--- src/rtl/fetch_stage.sv ---
// Instruction-fetch stage: PC register, IF/ID pipeline register, stall/redirect/halt control.
// Optional fetched-instruction counter enabled by defining FETCH_CNT_EN.
module fetch_stage #(
    parameter logic [31:0] RESET_PC = 32'h0000_0000,
    parameter int          IMEM_AW  = 10
) (
    input  logic               clk,
    input  logic               rst,
    output logic [IMEM_AW-1:0] imem_addr,
    input  logic [31:0]        imem_data,
    input  logic               stall,
    input  logic               redirect,
    input  logic [31:0]        redirect_target,
    input  logic               halt_req,
    input  logic               resume,
    output logic [31:0]        pc,
    output logic [31:0]        if_id_instr,
    output logic [31:0]        if_id_pc4,
    output logic               if_id_valid,
    output logic               halted,
    output logic [31:0]        fetch_count
);

    typedef enum logic {
        ST_RUN  = 1'b0,
        ST_HALT = 1'b1
    } state_t;

    state_t      r_state;
    logic        r_halted;
    logic [31:0] r_pc;
    logic [31:0] r_instr;
    logic [31:0] r_pc4;
    logic        r_valid;

    logic [31:0] w_pc_plus4;
    logic [31:0] w_redirect_pc;
    logic        w_unused_bits;

    assign w_pc_plus4    = r_pc + 32'd4;
    assign w_redirect_pc = {redirect_target[31:2], 2'b00};
    // Target byte-offset bits are architecturally meaningless and dropped.
    assign w_unused_bits = &{1'b0, redirect_target[1:0]};

    always_ff @(posedge clk) begin
        if (rst) begin
            r_state  <= ST_RUN;
            r_halted <= 1'b0;
            r_pc     <= {RESET_PC[31:2], 2'b00};
            r_instr  <= 32'h0;
            r_pc4    <= 32'h0;
            r_valid  <= 1'b0;
        end else begin
            case (r_state)
                ST_RUN: begin
                    if (halt_req) begin
                        // A redirect on the halt edge is kept so resume restarts at the right PC.
                        r_state  <= ST_HALT;
                        r_halted <= 1'b1;
                        r_instr  <= 32'h0;
                        r_pc4    <= 32'h0;
                        r_valid  <= 1'b0;
                        if (redirect) begin
                            r_pc <= w_redirect_pc;
                        end
                    end else if (redirect) begin
                        r_pc    <= w_redirect_pc;
                        r_instr <= 32'h0;
                        r_pc4   <= 32'h0;
                        r_valid <= 1'b0;
                    end else if (!stall) begin
                        r_instr <= imem_data;
                        r_pc4   <= w_pc_plus4;
                        r_valid <= 1'b1;
                        r_pc    <= w_pc_plus4;
                    end
                end
                ST_HALT: begin
                    if (resume) begin
                        r_state  <= ST_RUN;
                        r_halted <= 1'b0;
                    end
                end
                default: begin
                    r_state  <= ST_RUN;
                    r_halted <= 1'b0;
                end
            endcase
        end
    end

`ifdef FETCH_CNT_EN
    logic [31:0] r_fetch_count;
    logic        w_fetch;

    assign w_fetch = (r_state == ST_RUN) && !halt_req && !redirect && !stall;

    always_ff @(posedge clk) begin
        if (rst) begin
            r_fetch_count <= 32'h0;
        end else if (w_fetch) begin
            r_fetch_count <= r_fetch_count + 32'd1;
        end
    end

    assign fetch_count = r_fetch_count;
`else
    assign fetch_count = 32'h0;
`endif

    assign imem_addr   = r_pc[IMEM_AW+1:2];
    assign pc          = r_pc;
    assign if_id_instr = r_instr;
    assign if_id_pc4   = r_pc4;
    assign if_id_valid = r_valid;
    assign halted      = r_halted;

endmodule

--- config.mk ---
export PLATFORM = sky130hd
export DESIGN_NAME = fetch_stage
export DESIGN_NICKNAME = d
export VERILOG_FILES = /design/src/rtl/fetch_stage.sv
export SDC_FILE = /design/constraint.sdc
export NUM_CORES = 1
export LEC_CHECK = 0
export BUFFER_PORTS_ARGS = -buffer_cell sky130_fd_sc_hd__buf_4
export CAP_MARGIN = 10
export CORE_MARGIN = 3
export CORE_UTILIZATION = 43
export DETAILED_ROUTE_END_ITERATION = 10
export PLACE_DENSITY = 0.88
export SYNTH_ARGS = -nofsm -noshare
export SYNTH_HDL_FRONTEND = slang
export SYNTH_SLANG_ARGS = --single-unit
--- constraint.sdc ---
create_clock -name clk -period 1.85 [get_ports clk]
set_clock_uncertainty 0.05 [all_clocks]
set_input_delay 0.185 -clock clk [delete_from_list [all_inputs] [get_ports clk]]
set_output_delay 0.185 -clock clk [all_outputs]
set_load 0.02 [all_outputs]
==> results of run 1 <==
==> stage by stage <==
| step | cells | hold WS [ns] | total power (W) |
|---|---|---|---|
| CTS | 901 | 0.000712 | 0.00464 |
| detailed placement | 863 | 0.353 | 0.00327 |
| global placement | 863 | 0.341 | 0.00325 |
| finish | 907 | 0.0170 | 0.00465 |
| floorplan | 589 | 0.251 | 0.00290 |
| global route | 907 | 0.0144 | 0.00486 |
==> worst min-delay path by stage <==
stage / end / slack (ns)
2_1_floorplan: pc[30] / 0.25
3_3_place_gp: pc[31] / 0.34
3_5_place_dp: pc[30] / 0.35
4_1_cts: if_id_instr[16] / 0.0007
5_1_grt: if_id_instr[28] / 0.01
6_report: if_id_instr[28] / 0.02
==> timing repair <==
action,CTS,global route
hold buffers,22,0
hold endpoints to repair,22,0
endpoints found under the setup margin,3,22
gates resized for setup,1,11
setup buffers,0,5
cloned,0,1
pin swaps,0,5
==> layout make-up <==
type,count,share of cell area [%]
clock inverters,6,0.858
clock buffers,10,1.90
repair buffers,247,29.1
multi-input cells,406,36.3
inverters,6,0.336
well taps,136,2.54
flip-flops and latches,96,29.0
==> sequential cells by signal (all words and copies together) (netlist names) <==
name and count:
if_id_instr 32, if_id_pc4 31, pc 30, halted 1, if_id_valid 1, r_state 1
==> Yosys cell counts, types with 6 or more instances <==
| cell | number | area share (%) |
|---|---|---|
| a21oi_1 | 18 | 1.9 |
| buf_2 | 10 | 1.1 |
| nand4_1 | 9 | 1.2 |
| buf_4 | 45 | 7.2 |
| nand2_1 | 54 | 4.3 |
| o21ai_1 | 6 | 0.64 |
| nor2_1 | 78 | 6.3 |
| a22oi_1 | 40 | 6.4 |
| clkbuf_1 | 25 | 2.0 |
| inv_1 | 6 | 0.48 |
| o21ai_0 | 28 | 3.0 |
| dfxtp_1 | 96 | 41 |
| nand3_1 | 15 | 1.6 |
| nor3_1 | 6 | 0.64 |
| xor2_1 | 14 | 2.6 |
| and3_1 | 6 | 0.80 |
| xnor2_1 | 12 | 2.2 |
==> where the power goes <==
part | switching (W) | leakage, nW | internal [W]
Combinational | 0.000593 | 2.10 | 0.000459
Sequential | 0.0000959 | 0.786 | 0.00215
Clock | 0.000818 | 0.0957 | 0.000527
Total | 0.00151 | 2.98 | 0.00314
==> kinds of logic (layout without fill, tap and decap cells) <==
family	count (synthesis)	count (layout)	synth area share [%]
other cells	1	34	0.0801
fa+ha+maj	1	1	0.267
flops	96	96	41.1
simple gates	206	207	22.5
compound gates	138	138	19.9
xor+xnor	26	26	4.87
buf+inv	88	269	11.3
==> layer usage <==
layer	vias up	share of wire [%]	wire length (µm)	track usage [%]
li1	2305	-	-	-
met4	0	2.6	383	8.53
met3	39	11	1580	8.04
met2	300	49	7290	38.8
met5	-	0	0	1.34
met1	2300	38	5680	28.2
==> critical path, cell delays in order, from the launching register on <==
cell      delay (ns)
dfxtp_4         0.41
ha_4            0.16
nand3_4         0.13
nor3_4          0.35
nand2_1         0.11
a211o_1         0.30
a211oi_1        0.20
==> impl_metrics.json, run 1 <==
{
  "outcome": "completed",
  "cts_made_buffers": 9,
  "track_usage_pct": 23.5,
  "r2r_slack_ns": 0.04,
  "drive_above_1_share_pct": 35.7,
  "fin_setup_tns_ns": 0,
  "ys_seq_area_share_pct": 41.1,
  "viasPerCell": 5.45,
  "cts.sinks": 96,
  "layout_common_cells": "221 x buf_4, 85 x dfxtp_1, 78 x nor2_1",
  "critPathLaunchType": "register",
  "r2r_end": "pc[24]",
  "dieWidth_um": 110,
  "syn_inst": 556,
  "cts.clk_slew.worst_paths_ns": 0.10,
  "yosys.cell_types.count": 58,
  "clk_path_buf_depth": 2,
  "nets": 837,
  "grt_overflow": 0,
  "crit_arrival_ns": 2.03,
  "portBuffers": 173,
  "dieArea_mm2": 0.0122,
  "synth-edff-count": 0,
  "routed-via-count": 4944,
  "fin_crit_sh_pct": 97.6,
  "period_minus_slack_ns": 1.81,
  "multi_input_area_mm2": 0.00244,
  "drv_cap": 0,
  "place_congestion": 0.927,
  "first_pass_iters": 5,
  "peakVddDrop_uv": 478,
  "grt_max_degree": 52,
  "drv_slew": 0,
  "clock_latency_ns": 0.37,
  "max_freq_ghz": 0.554,
  "worstSetupPathType": "register to register",
  "timing.rr.start": "pc[2]",
  "drtAntennaViolNets": 0,
  "antenna_found_initial": 0,
  "p_leak_nw": 2.98,
  "start_util_pct": 44.7,
  "drt-total-wl_um": 14900,
  "seq_area_mm2": 0.00194,
  "synth_area_mm2": 0.00468,
  "rows": 37,
  "rsz0062_at_grt": "true",
  "drc": 0,
  "fill_cells": 817,
  "syn_to_final_growth_pct": 43.4,
  "ctsRootBufferMaster": "clkbuf_8",
  "design_area_mm2": 0.00671,
  "utilization_pct": 64.1,
  "async_flop_share_pct": 0,
  "worstPathMaxFanout": 7,
  "crit_required_ns": 2.08,
  "rr_worst_depth": 6,
  "yosysWarnings": 0,
  "ys_ff_latch": 96,
  "layout_commonest_cell": "buf_4",
  "synth_flop_cell": "dfxtp_1",
  "cp-end-kind": "register",
  "grt_pass1_vias": 4714,
  "wl_per_cell_um": 16.5,
  "core_mm2": 0.0105,
  "die_h_um": 110,
  "syn_area_per_cell_um2": 8.42,
  "grt_first_pass_wirelength_um": 22600,
  "min_from": "imem_data[28]",
  "finalWorstSetupSlack_ns": 0.0448,
  "placed_cell_area_mm2": 0.00619,
  "hold_class": "primary input to register",
  "hold_viol_final": 0,
  "dpl_worst_slack_ns": -0.00564,
  "final-setup-viol-count": 0,
  "tritoncts": "built",
  "cp-endpoint": "pc[24]",
  "drt_iter0_drc": 378,
  "htreeDepth": 3,
  "place_hpwl_um": 10400,
  "power_density_mw_per_mm2": 692,
  "insertedDiodeCount": 0,
  "crit_path_start": "pc[2]",
  "io_pins": 210,
  "min_path_cells": 3
}
(Power assumes the default switching activity.)
==> run 2, diff against run 1 <==
Settings changed: CORE_MARGIN 3 to 4.
==> run 2 against run 1 <==
Maximum frequency shrank 2.9%; register-to-register slack lost 0.05 ns; worst setup slack lost 0.053 ns; sequential share of layout area shrank 0.10 points; the flow now finishes with violations (negative setup slack); largest power group unchanged; count of clock-buffer cells in the layout shrank 1; die area grew 3.7%; critical path depth is the same; utilization grew 0.31 points; worst hold slack lost 0.0031 ns; largest cell class unchanged; via count shrank 0.10%.
==> impl_metrics.json, run 2 (synthesized netlist as in run 1, its figures left out) <==
{
  "fin_crit_sh_pct": 100,
  "cts.clk_slew.worst_paths_ns": 0.11,
  "syn_to_final_growth_pct": 44.1,
  "insertedDiodeCount": 0,
  "drtAntennaViolNets": 0,
  "final-setup-viol-count": 1,
  "track_usage_pct": 22.8,
  "place_hpwl_um": 10700,
  "drv_cap": 0,
  "ctsRootBufferMaster": "clkbuf_8",
  "portBuffers": 173,
  "tightest_slew_ns": 0.582,
  "dp.cells": 859,
  "first_pass_iters": 5,
  "grt_pass1_vias": 4875,
  "rows": 37,
  "cp-end-kind": "register",
  "dieArea_mm2": 0.0126,
  "cts.sinks": 96,
  "crit_chain": "nand4_1, buf_4, nor4_4, nand3_1, or3_1, a31oi_1",
  "viasPerCell": 5.43,
  "critPathTopFamily": "simple AND/OR/NAND/NOR gates",
  "clock_latency_ns": 0.37,
  "p_total_w": 0.00464,
  "crit_required_ns": 2.11,
  "nets": 840,
  "tritoncts": "built",
  "max_freq_ghz": 0.538,
  "grt_first_pass_wirelength_um": 23700,
  "outcome": "finished, violations left",
  "slew_headroom_pct": 61.1,
  "power_density_mw_per_mm2": 688,
  "start_util_pct": 44.7,
  "drv_slew": 0,
  "worstPathMaxFanout": 4,
  "failed_checks": "negative setup slack",
  "routed-via-count": 4939,
  "htreeDepth": 3,
  "p_leak_nw": 2.98,
  "finalWorstSetupSlack_ns": -0.00835,
  "place_congestion": 0.911,
  "drc": 0,
  "final_cell_count_no_fill": 910,
  "drt-total-wl_um": 15300,
  "layout_commonest_cell": "buf_4",
  "largest_reg_flops": 32,
  "io_pins": 210,
  "drt_iter0_drc": 435,
  "antenna_found_initial": 0,
  "dieWidth_um": 112,
  "grt_max_degree": 52,
  "period_minus_slack_ns": 1.86,
  "cts_made_buffers": 9,
  "hold_viol_final": 0,
  "peakVddDrop_uv": 347,
  "drive_above_1_share_pct": 35.7,
  "critPathSlowestCell": "dfxtp_1",
  "clk_path_buf_depth": 2,
  "hold_class": "primary input to register",
  "crit_arrival_ns": 2.12,
  "die_h_um": 112,
  "critPathLaunchType": "register",
  "layout_common_cells": "221 x buf_4, 85 x dfxtp_1, 78 x nor2_1",
  "worstSetupPathType": "register to register",
  "critPathMaxStageDelay_ns": 0.36,
  "path_buf_inv": 1,
  "grt_overflow": 0,
  "core_mm2": 0.0105,
  "wl_per_cell_um": 16.9
}
run 2: final timing paths:
path / from / cells past startpoint / end / slack [ns]
worst max-delay path: pc[23] / 6 / pc[27] / -0.008
worst min register to register: if_id_pc4[18] / 2 / if_id_pc4[18] / 0.41
worst min-delay path: imem_data[17] / 3 / if_id_instr[17] / 0.01
worst max register to register: pc[23] / 6 / pc[27] / -0.008
run 2: layer usage:
layer / up-vias / global-route usage [%] / part of all wire, %
li1: 2316 / - / -
met1: 2254 / 26.2 / 38
met2: 311 / 38.7 / 48
met3: 58 / 7.76 / 11
met4: 0 / 9.21 / 3.5
met5: - / 0 / 0
run 2: repair_timing:
action | in CTS | in global routing
setup buffers | 0 | 7
endpoints found under the hold margin | 27 | 0
hold buffers | 27 | 0
gates resized for setup | 0 | 14
endpoints found under the setup margin | 0 | 19
run 2: metrics by stage:
stage / util [%] / setup WS [ns] / hold slack [ns] / area [µm²] / setup TNS (ns)
after floorplan: - / -0.00627 / 0.251 / 4850 / -0.00817
after global placement: 58.8 / 0.0932 / 0.343 / 6150 / 0
after detailed placement: 58.8 / 0.0599 / 0.340 / 6150 / 0
after CTS: 63.1 / 0.0312 / 0.00167 / 6610 / 0
after global routing: 64.4 / -0.0713 / 0.0180 / 6740 / -0.129
final: 64.4 / -0.00835 / 0.0139 / 6740 / -0.00835
run 2: worst reg2reg max path, cell delays in order (launching register included):
cell	delay [ns]
dfxtp_1	0.36
nand4_1	0.22
buf_4	0.22
nor4_4	0.25
nand3_1	0.17
or3_1	0.36
a31oi_1	0.16
run 2: area by class of cell:
type | instances | area, µm²
timing repair buffer | 250 | 1970
tap | 136 | 170
multi-input combinational | 406 | 2450
clock buffer | 9 | 124
clock inverter | 7 | 60.1
fill | 807 | 3720
sequential | 96 | 1950
inverter | 6 | 22.5
run 2: power breakdown:
part           internal [W]  switching (W)  leakage [nW]  total, W
Sequential          0.00215       0.000104         0.787   0.00226
Clock              0.000514       0.000820        0.0912   0.00133
Combinational      0.000458       0.000593          2.11   0.00105
Total               0.00312        0.00152          2.98   0.00464
==> run 3, diff against run 2 <==
Settings changed: CTS_CLUSTER_SIZE set to 14, SETUP_SLACK_MARGIN set to 0.3.
==> run 3 against run 2 <==
The run now ends clean; sequential cell count stayed put; count of clock-buffer cells in the layout stayed put; final area is 8.5% higher; critical endpoint is now pc[13].
==> impl_metrics.json, run 3 (synthesized netlist as in run 1, its figures left out) <==
{
  "hold_ws_ns": 0.0287,
  "cts.sinks": 96,
  "rows": 37,
  "ctsRootBufferMaster": "clkbuf_8",
  "portBuffers": 173,
  "switching_share_pct": 32.7,
  "placed_cell_area_mm2": 0.00619,
  "min_path_cells": 3,
  "antenna_found_initial": 0,
  "viasPerCell": 5.58,
  "tightest_slew_ns": 0.531,
  "r2r_end": "pc[13]",
  "drive_above_1_share_pct": 42.3,
  "nets": 868,
  "crit_path_start": "pc[2]",
  "routed-via-count": 5234,
  "hold_viol_final": 0,
  "start_util_pct": 44.7,
  "place_congestion": 0.920,
  "hold_class": "primary input to register",
  "dieArea_mm2": 0.0126,
  "fin_setup_tns_ns": 0,
  "track_usage_pct": 25.5,
  "syn_to_final_growth_pct": 56.3,
  "cp-endpoint": "pc[13]",
  "peakVddDrop_uv": 434,
  "design_area_mm2": 0.00731,
  "period_minus_slack_ns": 1.79,
  "pwr-share-comb_pct": 23.5,
  "drtAntennaViolNets": 0,
  "p_leak_nw": 3.21,
  "power_density_mw_per_mm2": 678,
  "largest_reg_flops": 32,
  "grt_overflow": 0,
  "rsz0062_at_grt": "true",
  "fill_cells": 722,
  "place_hpwl_um": 10700,
  "cp-end-kind": "register",
  "die_h_um": 112,
  "io_pins": 210,
  "tritoncts": "built",
  "clk_path_buf_depth": 2,
  "timing.rr.start": "pc[2]",
  "cts.clk_slew.worst_paths_ns": 0.10,
  "drt-total-wl_um": 17500,
  "clock_latency_ns": 0.38,
  "drt_iter0_drc": 461,
  "worstSetupPathType": "register to register",
  "r2r_slack_ns": 0.06,
  "cts_made_buffers": 9,
  "max_freq_ghz": 0.558,
  "pwr-share-seq_pct": 45.4,
  "core_mm2": 0.0105,
  "dieWidth_um": 112,
  "clkPwrFrac_pct": 31.1,
  "rr_worst_depth": 6,
  "wl_per_cell_um": 18.6,
  "insertedDiodeCount": 0,
  "crit_required_ns": 2.06,
  "p_int_w": 0.00334,
  "switching_power_w": 0.00162,
  "layout_commonest_cell": "buf_4",
  "utilization_pct": 69.9,
  "layout_common_cells": "231 x buf_4, 74 x nor2_1, 73 x dfxtp_1",
  "htreeDepth": 3,
  "crit_arrival_ns": 2.00,
  "grt_pass1_vias": 5312,
  "drv_slew": 0,
  "critPathLaunchType": "register",
  "outcome": "completed",
  "fin_crit_sh_pct": 96.8,
  "min_from": "redirect_target[2]",
  "slew_headroom_pct": 64.3,
  "final-setup-viol-count": 0,
  "grt_first_pass_wirelength_um": 26400,
  "drc": 0,
  "worstPathMaxFanout": 4,
  "grt_max_degree": 52,
  "first_pass_iters": 7,
  "drv_cap": 0
}
-- run 3: cell types whose count changed in the layout (fill, tap and decap cells not counted), moves of 8 or more --
| cell | before | now |
|---|---|---|
| dfxtp_1 | 85 | 73 |
| buf_4 | 221 | 231 |
| buf_6 | 0 | 9 |
| dfxtp_4 | 4 | 13 |
| dlygate4sd3_1 | 27 | 36 |
| o21ai_0 | 27 | 18 |
| o21ai_1 | 7 | 15 |
-- run 3: power groups by stage --
stage	registers (W)	clock network, W	logic (W)
after floorplan	0.00240	0	0.000518
after global placement	0.00230	0	0.000949
after detailed placement	0.00231	0	0.000966
after CTS	0.00224	0.00158	0.00109
after global routing	0.00226	0.00166	0.00124
final	0.00225	0.00154	0.00117
-- run 3: worst min path at each step --
stage                  end  slack, ns
finish               pc[2]       0.03
global route         pc[2]       0.03
CTS                  pc[3]       0.01
detailed placement  pc[29]       0.35
global placement    pc[30]       0.34
floorplan           pc[30]       0.25
-- run 3: what timing repair did --
action / CTS / global route
resized for setup: 30 / 44
setup buffers: 23 / 9
hold buffers: 36 / 0
hold endpoints to repair: 36 / 0
endpoints found under the setup margin: 44 / 48
pin swaps: 22 / 26
-- run 3: layer usage --
layer / wire, µm / global-route usage (%) / vias to the layer above
li1: - / - / 2364
met1: 6630 / 29.7 / 2442
met2: 8240 / 41.9 / 360
met3: 1880 / 8.36 / 68
met4: 700 / 12.6 / 0
met5: 0 / 0 / -
-- run 3: layout make-up --
type / count / area (µm²) / area share, %
multi-input cells: 405 / 2670 / 36.4
clock buffers: 9 / 124 / 1.69
inverters: 6 / 22.5 / 0.308
clock inverters: 7 / 92.6 / 1.27
repair buffers: 279 / 2260 / 30.8
well taps: 136 / 170 / 2.33
flip-flops and latches: 96 / 1980 / 27.1
-- run 3: per-stage QoR --
step	setup WS, ns	instances	power [W]
6_report	0.0589	938	0.00496
3_5_place_dp	0.0594	854	0.00328
2_1_floorplan	0.0266	589	0.00292
3_3_place_gp	0.103	854	0.00325
4_1_cts	0.186	929	0.00491
5_1_grt	0.0165	938	0.00516
-- run 3: worst max-delay path, cell delays in order (launching register included) --
cell and delay (ns):
dfxtp_4 0.39, buf_4 0.13, nand4_4 0.14, nor3_1 0.50, a32oi_1 0.20, o22ai_1 0.20, nor2_1 0.07
